### config.mk
export PLATFORM = sky130hd
export DESIGN_NAME = pool_requant_flat
export DESIGN_NICKNAME = d
export VERILOG_FILES = /design/src/rtl/pool_requant_if.sv /design/src/rtl/pool_requant.sv /design/src/flat_wrapper.sv
export SDC_FILE = /design/constraint.sdc
export NUM_CORES = 1
export LEC_CHECK = 0
export ABC_AREA = 1
export BUFFER_PORTS_ARGS = -buffer_cell sky130_fd_sc_hd__buf_2
export CAP_MARGIN = 15
export CORE_ASPECT_RATIO = 1.75
export CORE_UTILIZATION = 35
export DETAILED_ROUTE_END_ITERATION = 10
export GPL_TIMING_DRIVEN = 0
export SYNTH_ARGS = -nofsm -noshare
export SYNTH_HDL_FRONTEND = slang
export SYNTH_SLANG_ARGS = --single-unit
export TNS_END_PERCENT = 100
### constraint.sdc
create_clock -name clk -period 4.4 [get_ports clk]
set_clock_uncertainty 0.05 [all_clocks]
set_input_delay 0.44 -clock clk [delete_from_list [all_inputs] [get_ports clk]]
set_output_delay 0.44 -clock clk [all_outputs]
set_load 0.01 [all_outputs]
### src/rtl/pool_requant_if.sv
// Stream bundle between the ReLU output, the pooling/requant block and the
// output feature-map writer.
interface pool_requant_if #(
  parameter int unsigned DATA_W  = 25,
  parameter int unsigned OUT_W   = 8,
  parameter int unsigned SHIFT_W = 5
);
  logic               frame_start;
  logic               in_valid;
  logic [DATA_W-1:0]  in_data;
  logic [SHIFT_W-1:0] shift;
  logic               out_valid;
  logic [OUT_W-1:0]   out_data;
  logic               out_row_end;

  // Producer side: drives pixels and configuration, observes pooled output.
  modport master (
    output frame_start, in_valid, in_data, shift,
    input  out_valid, out_data, out_row_end
  );

  // Pooling block side.
  modport slave (
    input  frame_start, in_valid, in_data, shift,
    output out_valid, out_data, out_row_end
  );
endinterface

### src/rtl/pool_requant.sv
// pool_requant: 2x2 stride-2 max pooling over a raster pixel stream with a
// half-row line buffer, followed by right-shift requantization with
// saturation to OUT_W unsigned bits.
// Optional feature macro: POOL_ROUND_EN (round-half-up before saturation).
module pool_requant #(
  parameter int unsigned DATA_W  = 25,
  parameter int unsigned OUT_W   = 8,
  parameter int unsigned ROW_LEN = 62,
  parameter int unsigned SHIFT_W = 5
) (
  input  logic              clk,
  input  logic              rst_n,
  pool_requant_if.slave     bus
);

  localparam int unsigned COL_W    = $clog2(ROW_LEN);
  localparam int unsigned LB_DEPTH = ROW_LEN / 2;
  localparam int unsigned LB_AW    = (LB_DEPTH > 1) ? $clog2(LB_DEPTH) : 1;
  localparam int unsigned EXT_W    = DATA_W + 1;
  localparam logic [COL_W-1:0] LAST_COL = COL_W'(ROW_LEN - 1);
  localparam logic [EXT_W-1:0] SAT_MAX  = {{(EXT_W-OUT_W){1'b0}}, {OUT_W{1'b1}}};

  // Position and pooling state
  logic [COL_W-1:0]  col_q, col_d;
  logic              row_odd_q, row_odd_d;
  logic [DATA_W-1:0] hold_q, hold_d;
  logic [DATA_W-1:0] vmax_q, vmax_d;
  logic              s1_valid_q, s1_valid_d;
  logic              s1_end_q, s1_end_d;
  // Shifted value, saturated on the way into the output register
  logic [EXT_W-1:0]  s2_q, s2_d;
  logic              s2_valid_q, s2_valid_d;
  logic              s2_end_q, s2_end_d;
  logic [OUT_W-1:0]  out_data_q, out_data_d;
  logic              out_valid_q, out_valid_d;
  logic              out_row_end_q, out_row_end_d;

  logic [DATA_W-1:0] lb_q [LB_DEPTH];

  logic [COL_W-1:0]  col_base_c;
  logic              row_base_c;
  logic [DATA_W-1:0] hold_base_c;
  logic [DATA_W-1:0] pix_c;
  logic [LB_AW-1:0]  lb_idx_c;
  logic [DATA_W-1:0] lb_rd_c;
  logic [DATA_W-1:0] hmax_c;
  logic [DATA_W-1:0] vmax_c;
  logic              lb_we_c;
  logic [EXT_W-1:0]  rnd_c;
  logic [EXT_W-1:0]  shifted_c;
  logic [OUT_W-1:0]  sat_c;

  // Effective position for this cycle: frame_start restarts at col 0, row 0
  always_comb begin
    col_base_c  = bus.frame_start ? '0   : col_q;
    row_base_c  = bus.frame_start ? 1'b0 : row_odd_q;
    hold_base_c = bus.frame_start ? '0   : hold_q;
    pix_c       = bus.in_data[DATA_W-1] ? '0 : bus.in_data;
    lb_idx_c    = LB_AW'(col_base_c >> 1);
    lb_rd_c     = lb_q[lb_idx_c];
    hmax_c      = (pix_c > hold_base_c) ? pix_c : hold_base_c;
    vmax_c      = (lb_rd_c > hmax_c) ? lb_rd_c : hmax_c;
  end

  // Horizontal/vertical max, counters and stage-1 capture
  always_comb begin
    col_d      = col_q;
    row_odd_d  = row_odd_q;
    hold_d     = hold_q;
    vmax_d     = vmax_q;
    s1_valid_d = 1'b0;
    s1_end_d   = 1'b0;
    lb_we_c    = 1'b0;
    if (bus.frame_start) begin
      col_d     = '0;
      row_odd_d = 1'b0;
      hold_d    = '0;
    end
    if (bus.in_valid) begin
      if (!col_base_c[0]) begin
        hold_d = pix_c;
      end else if (!row_base_c) begin
        lb_we_c = 1'b1;
      end else begin
        vmax_d     = vmax_c;
        s1_valid_d = 1'b1;
        s1_end_d   = (col_base_c == LAST_COL);
      end
      if (col_base_c == LAST_COL) begin
        col_d     = '0;
        row_odd_d = ~row_base_c;
      end else begin
        col_d = col_base_c + COL_W'(1);
      end
    end
  end

  // Requantizing shift; shifts of DATA_W or more flush to zero
  always_comb begin
    rnd_c = '0;
`ifdef POOL_ROUND_EN
    if (bus.shift != '0) begin
      rnd_c = EXT_W'(1) << (bus.shift - SHIFT_W'(1));
    end
`endif
    if (32'(bus.shift) >= DATA_W) begin
      shifted_c = '0;
    end else begin
      shifted_c = ({1'b0, vmax_q} + rnd_c) >> bus.shift;
    end
    sat_c = (s2_q > SAT_MAX) ? OUT_W'(SAT_MAX) : OUT_W'(s2_q);
  end

  // Stage-2 and output register next values
  always_comb begin
    s2_valid_d    = s1_valid_q;
    s2_end_d      = s1_end_q;
    s2_d          = s1_valid_q ? shifted_c : s2_q;
    out_valid_d   = s2_valid_q;
    out_row_end_d = s2_valid_q & s2_end_q;
    out_data_d    = s2_valid_q ? sat_c : out_data_q;
  end

  // State registers
  always_ff @(posedge clk or negedge rst_n) begin
    if (!rst_n) begin
      col_q         <= '0;
      row_odd_q     <= 1'b0;
      hold_q        <= '0;
      vmax_q        <= '0;
      s1_valid_q    <= 1'b0;
      s1_end_q      <= 1'b0;
      s2_q          <= '0;
      s2_valid_q    <= 1'b0;
      s2_end_q      <= 1'b0;
      out_data_q    <= '0;
      out_valid_q   <= 1'b0;
      out_row_end_q <= 1'b0;
    end else begin
      col_q         <= col_d;
      row_odd_q     <= row_odd_d;
      hold_q        <= hold_d;
      vmax_q        <= vmax_d;
      s1_valid_q    <= s1_valid_d;
      s1_end_q      <= s1_end_d;
      s2_q          <= s2_d;
      s2_valid_q    <= s2_valid_d;
      s2_end_q      <= s2_end_d;
      out_data_q    <= out_data_d;
      out_valid_q   <= out_valid_d;
      out_row_end_q <= out_row_end_d;
    end
  end

  // Even-row horizontal maxima; contents are don't-care until written
  always_ff @(posedge clk) begin
    if (lb_we_c) begin
      lb_q[lb_idx_c] <= hmax_c;
    end
  end

  assign bus.out_valid   = out_valid_q;
  assign bus.out_data    = out_data_q;
  assign bus.out_row_end = out_row_end_q;

endmodule

### src/flat_wrapper.sv
// flat-port wrapper written by rule: the top's interface ports become plain ports
module pool_requant_flat 
#(
  parameter int unsigned DATA_W  = 25,
  parameter int unsigned OUT_W   = 8,
  parameter int unsigned ROW_LEN = 62,
  parameter int unsigned SHIFT_W = 5
)
  (clk, rst_n, bus_frame_start, bus_in_valid, bus_in_data, bus_shift, bus_out_valid, bus_out_data, bus_out_row_end);
  pool_requant_if #(.DATA_W(DATA_W), .OUT_W(OUT_W), .SHIFT_W(SHIFT_W)) bus_i ();
  input  logic clk;
  input  logic rst_n;
  input wire logic [$bits(bus_i.frame_start)-1:0] bus_frame_start;
  input wire logic [$bits(bus_i.in_valid)-1:0] bus_in_valid;
  input wire logic [$bits(bus_i.in_data)-1:0] bus_in_data;
  input wire logic [$bits(bus_i.shift)-1:0] bus_shift;
  output wire logic [$bits(bus_i.out_valid)-1:0] bus_out_valid;
  output wire logic [$bits(bus_i.out_data)-1:0] bus_out_data;
  output wire logic [$bits(bus_i.out_row_end)-1:0] bus_out_row_end;
  assign bus_i.frame_start = bus_frame_start;
  assign bus_i.in_valid = bus_in_valid;
  assign bus_i.in_data = bus_in_data;
  assign bus_i.shift = bus_shift;
  assign bus_out_valid = bus_i.out_valid;
  assign bus_out_data = bus_i.out_data;
  assign bus_out_row_end = bus_i.out_row_end;
  pool_requant #(.DATA_W(DATA_W), .OUT_W(OUT_W), .ROW_LEN(ROW_LEN), .SHIFT_W(SHIFT_W)) u_core (.clk(clk), .rst_n(rst_n), .bus(bus_i));
endmodule
==> flow_summary_export.csv <==
group,metric,value,unit
outcome,status,"complete, but fails checks",
outcome,violations,"setup timing",
synth,ys_seq_area_frac,0.668,
detailed_routing,post-route-drc-count,0,
finish,num-fill-cells,10300,
placed_design,io_buffers,41,
global_route,grt_remaining_overflow,0,
global_route,grt_use_total,0.267,
cts,htreeDepth,3,
setup_path,worst-r2r-setup-slack,-0.01,ns
detailed_routing,wl,148000,um
setup_path,crit_buf_inv,4,
detailed_routing,drt_iter0_drc,3052,
finish,drive_gt1_frac,0.123,
synth,ys_dominant_reg_cell,"edfxtp_1",
setup_path,cp-startpoint,"u_core.col_q[4]",
setup_path,r2r-end,"u_core.vmax_q[20]",
setup_path,cpMostUsedCell,"nand2_1",
pwr,p_comb_frac,0.106,
floorplan,dieArea,0.111,mm2
global_route,grt_pass1_vias,28300,
detailed_routing,firstDrtPassIters,9,
synth,syn_area_per_cell,9.79,um2
flow_run,drv_cap,0,
synth,synth-seq-cells,871,
global_route,grt_start_max_net_pins,54,
global_route,antenna_found_initial,3,
setup_path,worst_path_max_delay_cell,"clkbuf_1",
setup_path,cp.depth,21,
sta,finalSetupViolCount,1,
floorplan,fp.dieH,441,um
synth,synth_area_leaders,"edfxtp_1 (61%), nand2_1 (20%), dfrtp_1 (6.2%)",
pwr,p_int,13.6,mW
synth,synthTopCellsByCount,"nand2_1 (2,026), edfxtp_1 (775), nand3_1 (226)",
cts,clock-sinks,871,
pwr,p_per_area,399,mW/mm2
placed_design,place_area,0.0415,mm2
finish,area_growth,18.7,%
sta,fin_crit,4.41,ns
floorplan,num_rows,160,
pwr,peakVddDrop,0.310,mV
finish,nNetsFinal,4219,
cts,tritoncts,"yes",
setup_path,cp.arrival,4.94,ns
cts,cts_root_buffer,"clkbuf_16",
synth,synth_fp_nets,4016,
synth,synth_cell_type_count,39,
placed_design,place_congestion,0.988,
setup_path,rr_worst_depth,21,
detailed_routing,via_per_inst,5.23,
setup_path,cp_top_family,"simple AND/OR/NAND/NOR gates",
synth,yosysWarnings,0,
synth,synth_area,0.0385,mm2
synth,async_reset_ff_frac,0.110,
hold_path,min_path_type,"in -> reg",
cts,insertion_delay,0.70,ns
sta,fin_ws,-0.0110,ns
setup_path,cp-end-kind,"flop",
floorplan,core_region_area,0.109,mm2
finish,final_area,0.0457,mm2
detailed_routing,ant_nets,0,
sta,worstMarginPinSlew,0.992,ns
sta,drv_slew,0,
synth,yosysTopAreaCellShare,0.605,
cts,clk_pin_slew,0.07,ns
pwr,power_switching,4.66,mW
cts,cts-buffers-inserted,77,
pwr,p_seq_frac,0.504,
setup_path,critPathKind,"reg -> reg",
setup_path,critPathLaunchType,"flop",
synth,synth_top_cell_by_area,"edfxtp_1",
floorplan,pin_count,44,
synth,post-synth-top-count-cell,"nand2_1",
setup_path,endpoint,"u_core.vmax_q[20]",
setup_path,max_stage_delay,0.76,ns
sta,hold_viol_final,0,
detailed_routing,post_drt_wl_per_cell,26.3,um
setup_path,path_max_fanout,10,
global_route,grt_pass1_wl,206000,um
pwr,leakage,19.0,nW
setup_path,required,4.93,ns
floorplan,start_util,0.354,
setup_path,cp_cell_sequence,"inv_1 -> nor2_1 -> nand2_1 -> nor2_1 -> clkbuf_1 -> nand2_1 -> nand2_1 -> nor2_1 -> nand2_1 -> ha_1 -> nand2_1 -> inv_1 -> nand2_1 -> a21boi_0 -> nor2_1 -> nand3_2 -> nand2_4 -> buf_6 -> nand3_1 -> nand2_1 -> nand2_1",
setup_path,crit-reg2reg-launch,"u_core.col_q[4]",
sta,relSlewSlack,0.339,
synth,synthCells,3930,
floorplan,die_w,253,um
cts,clockBufferDepth,3,
sta,max_freq,0.227,GHz
sta,period_share,1.00,
pwr,p_sw_frac,0.256,
detailed_routing,vias,29600,
placed_design,dp_hpwl,99400,um
finish,fin_util,0.420,
synth,synth_edf_count,775,
pwr,power_frac_clock,0.391,
## power by group through the flow
| stage | clock, mW | combinational (mW) | sequential (mW) |
|---|---|---|---|
| floorplan | 0 | 0.861 | 9.36 |
| global placement | 0 | 1.54 | 9.38 |
| detailed placement | 0 | 1.57 | 9.38 |
| CTS | 7.17 | 1.80 | 9.19 |
| global route | 7.45 | 2.03 | 9.19 |
| finish | 7.12 | 1.92 | 9.19 |
## kinds of logic after synthesis
family | Yosys count | share of synthesized area
AO/OA/AOI/OAI | 158 | 0.0216
flip-flops | 871 | 0.668
multiplexers | 3 | 0.000781
adder cells (fa/ha/maj) | 52 | 0.0169
AND/OR/NAND/NOR | 2502 | 0.256
buffers and inverters | 342 | 0.0367
XOR/XNOR | 2 | 0.000456
## worst min-delay path by stage
stage / from / to / cells after the start
final: bus_shift[3] / u_core.s2_q[18] / 3
after global routing: bus_shift[3] / u_core.s2_q[18] / 3
after CTS: bus_shift[3] / u_core.s2_q[18] / 3
after detailed placement: u_core.out_valid_d / u_core.bus.out_valid / 0
after global placement: u_core.out_valid_d / u_core.bus.out_valid / 0
after floorplan: rst_n / u_core.bus.out_data[0] / 0
## cells in the final DEF, fill, tap and decap left out, types with 7 or more instances in the layout
| cell | synthesis | final |
|---|---|---|
| buf_4 | 5 | 37 |
| nand2_4 | 1 | 42 |
| bufinv_16 | 0 | 11 |
| o21ai_0 | 87 | 87 |
| dfrtp_1 | 96 | 96 |
| buf_16 | 0 | 13 |
| inv_6 | 0 | 7 |
| nand2_2 | 3 | 18 |
| ha_1 | 52 | 52 |
| nor3_1 | 10 | 10 |
| clkinv_1 | 5 | 15 |
| clkbuf_2 | 0 | 23 |
| nand2_1 | 2026 | 1965 |
| nand2_8 | 0 | 25 |
| edfxtp_1 | 775 | 775 |
| nor2_4 | 2 | 35 |
| nand3_2 | 2 | 14 |
| nand3b_1 | 10 | 10 |
| clkbuf_4 | 0 | 11 |
| clkbuf_1 | 77 | 60 |
| a21oi_1 | 48 | 48 |
| inv_1 | 152 | 152 |
| clkbuf_16 | 0 | 78 |
| nand4_1 | 20 | 20 |
| clkinv_2 | 0 | 14 |
| nor2_1 | 189 | 153 |
| nand3_4 | 0 | 22 |
| buf_1 | 16 | 8 |
| buf_12 | 0 | 21 |
| o22ai_1 | 8 | 8 |
| buf_2 | 85 | 116 |
| nand3_1 | 226 | 192 |
## per-stage QoR
step | cells | setup TNS (ns) | hold WS (ns) | setup WS [ns] | power [mW]
finish | 5652 | -0.0110 | 0.0428 | -0.0110 | 18.2
global route | 5651 | -0.0112 | 0.0658 | -0.00777 | 18.7
CTS | 5639 | 0 | 0.0126 | 0.00181 | 18.2
detailed placement | 5460 | -91.70 | 0.308 | -2.26 | 10.9
global placement | 5429 | -882.57 | 0.306 | -2.21 | 10.9
floorplan | 3930 | 0 | 0.0944 | 0.000701 | 10.2
## flip-flops by register name (all words and copies together) (netlist names)
signal,count
u_core.bus.out_data,8
u_core.bus.out_row_end,1
u_core.bus.out_valid,1
u_core.col_q,6
u_core.hold_q,25
u_core.lb_q,775
u_core.out_valid_d,1
u_core.row_odd_q,1
u_core.s1_end_q,1
u_core.s1_valid_q,1
u_core.s2_end_q,1
u_core.s2_q,25
u_core.vmax_q,25
## layout make-up
type	instances	area [um2]	area share
Clock inverter	49	594	0.0130
Timing Repair Buffer	104	1170	0.0257
Buffer	183	995	0.0218
Inverter	159	609	0.0133
Tap cell	1458	1820	0.0400
Antenna cell	1	2.50	0.0000548
Sequential cell	871	25700	0.562
Clock buffer	90	1990	0.0435
Multi-Input combinational cell	2737	12800	0.280
## worst min-delay path: cells and delay by family
kind	cells	cell delay [ns]
and+or+nand+nor	1	0.13
buffers and inverters	1	0.12
AOI/OAI and AO/OA	1	0.06
## repair_timing
action / in CTS / in global routing
setup buffers: 18 / 11
setup endpoints to repair: 25 / 24
hold buffers: 2 / 0
hold endpoints to repair: 53 / 0
pin swaps: 21 / 9
cloned: 20 / 1
resized for setup: 164 / 112
## per-layer routing
layer  global-route usage  wire length (um)
met1                0.269             47600
met2                0.467             73300
met3               0.0431             10400
met4                0.252             17100
met5                    0                12
Note: power is estimated with default switching activity, not from simulation.
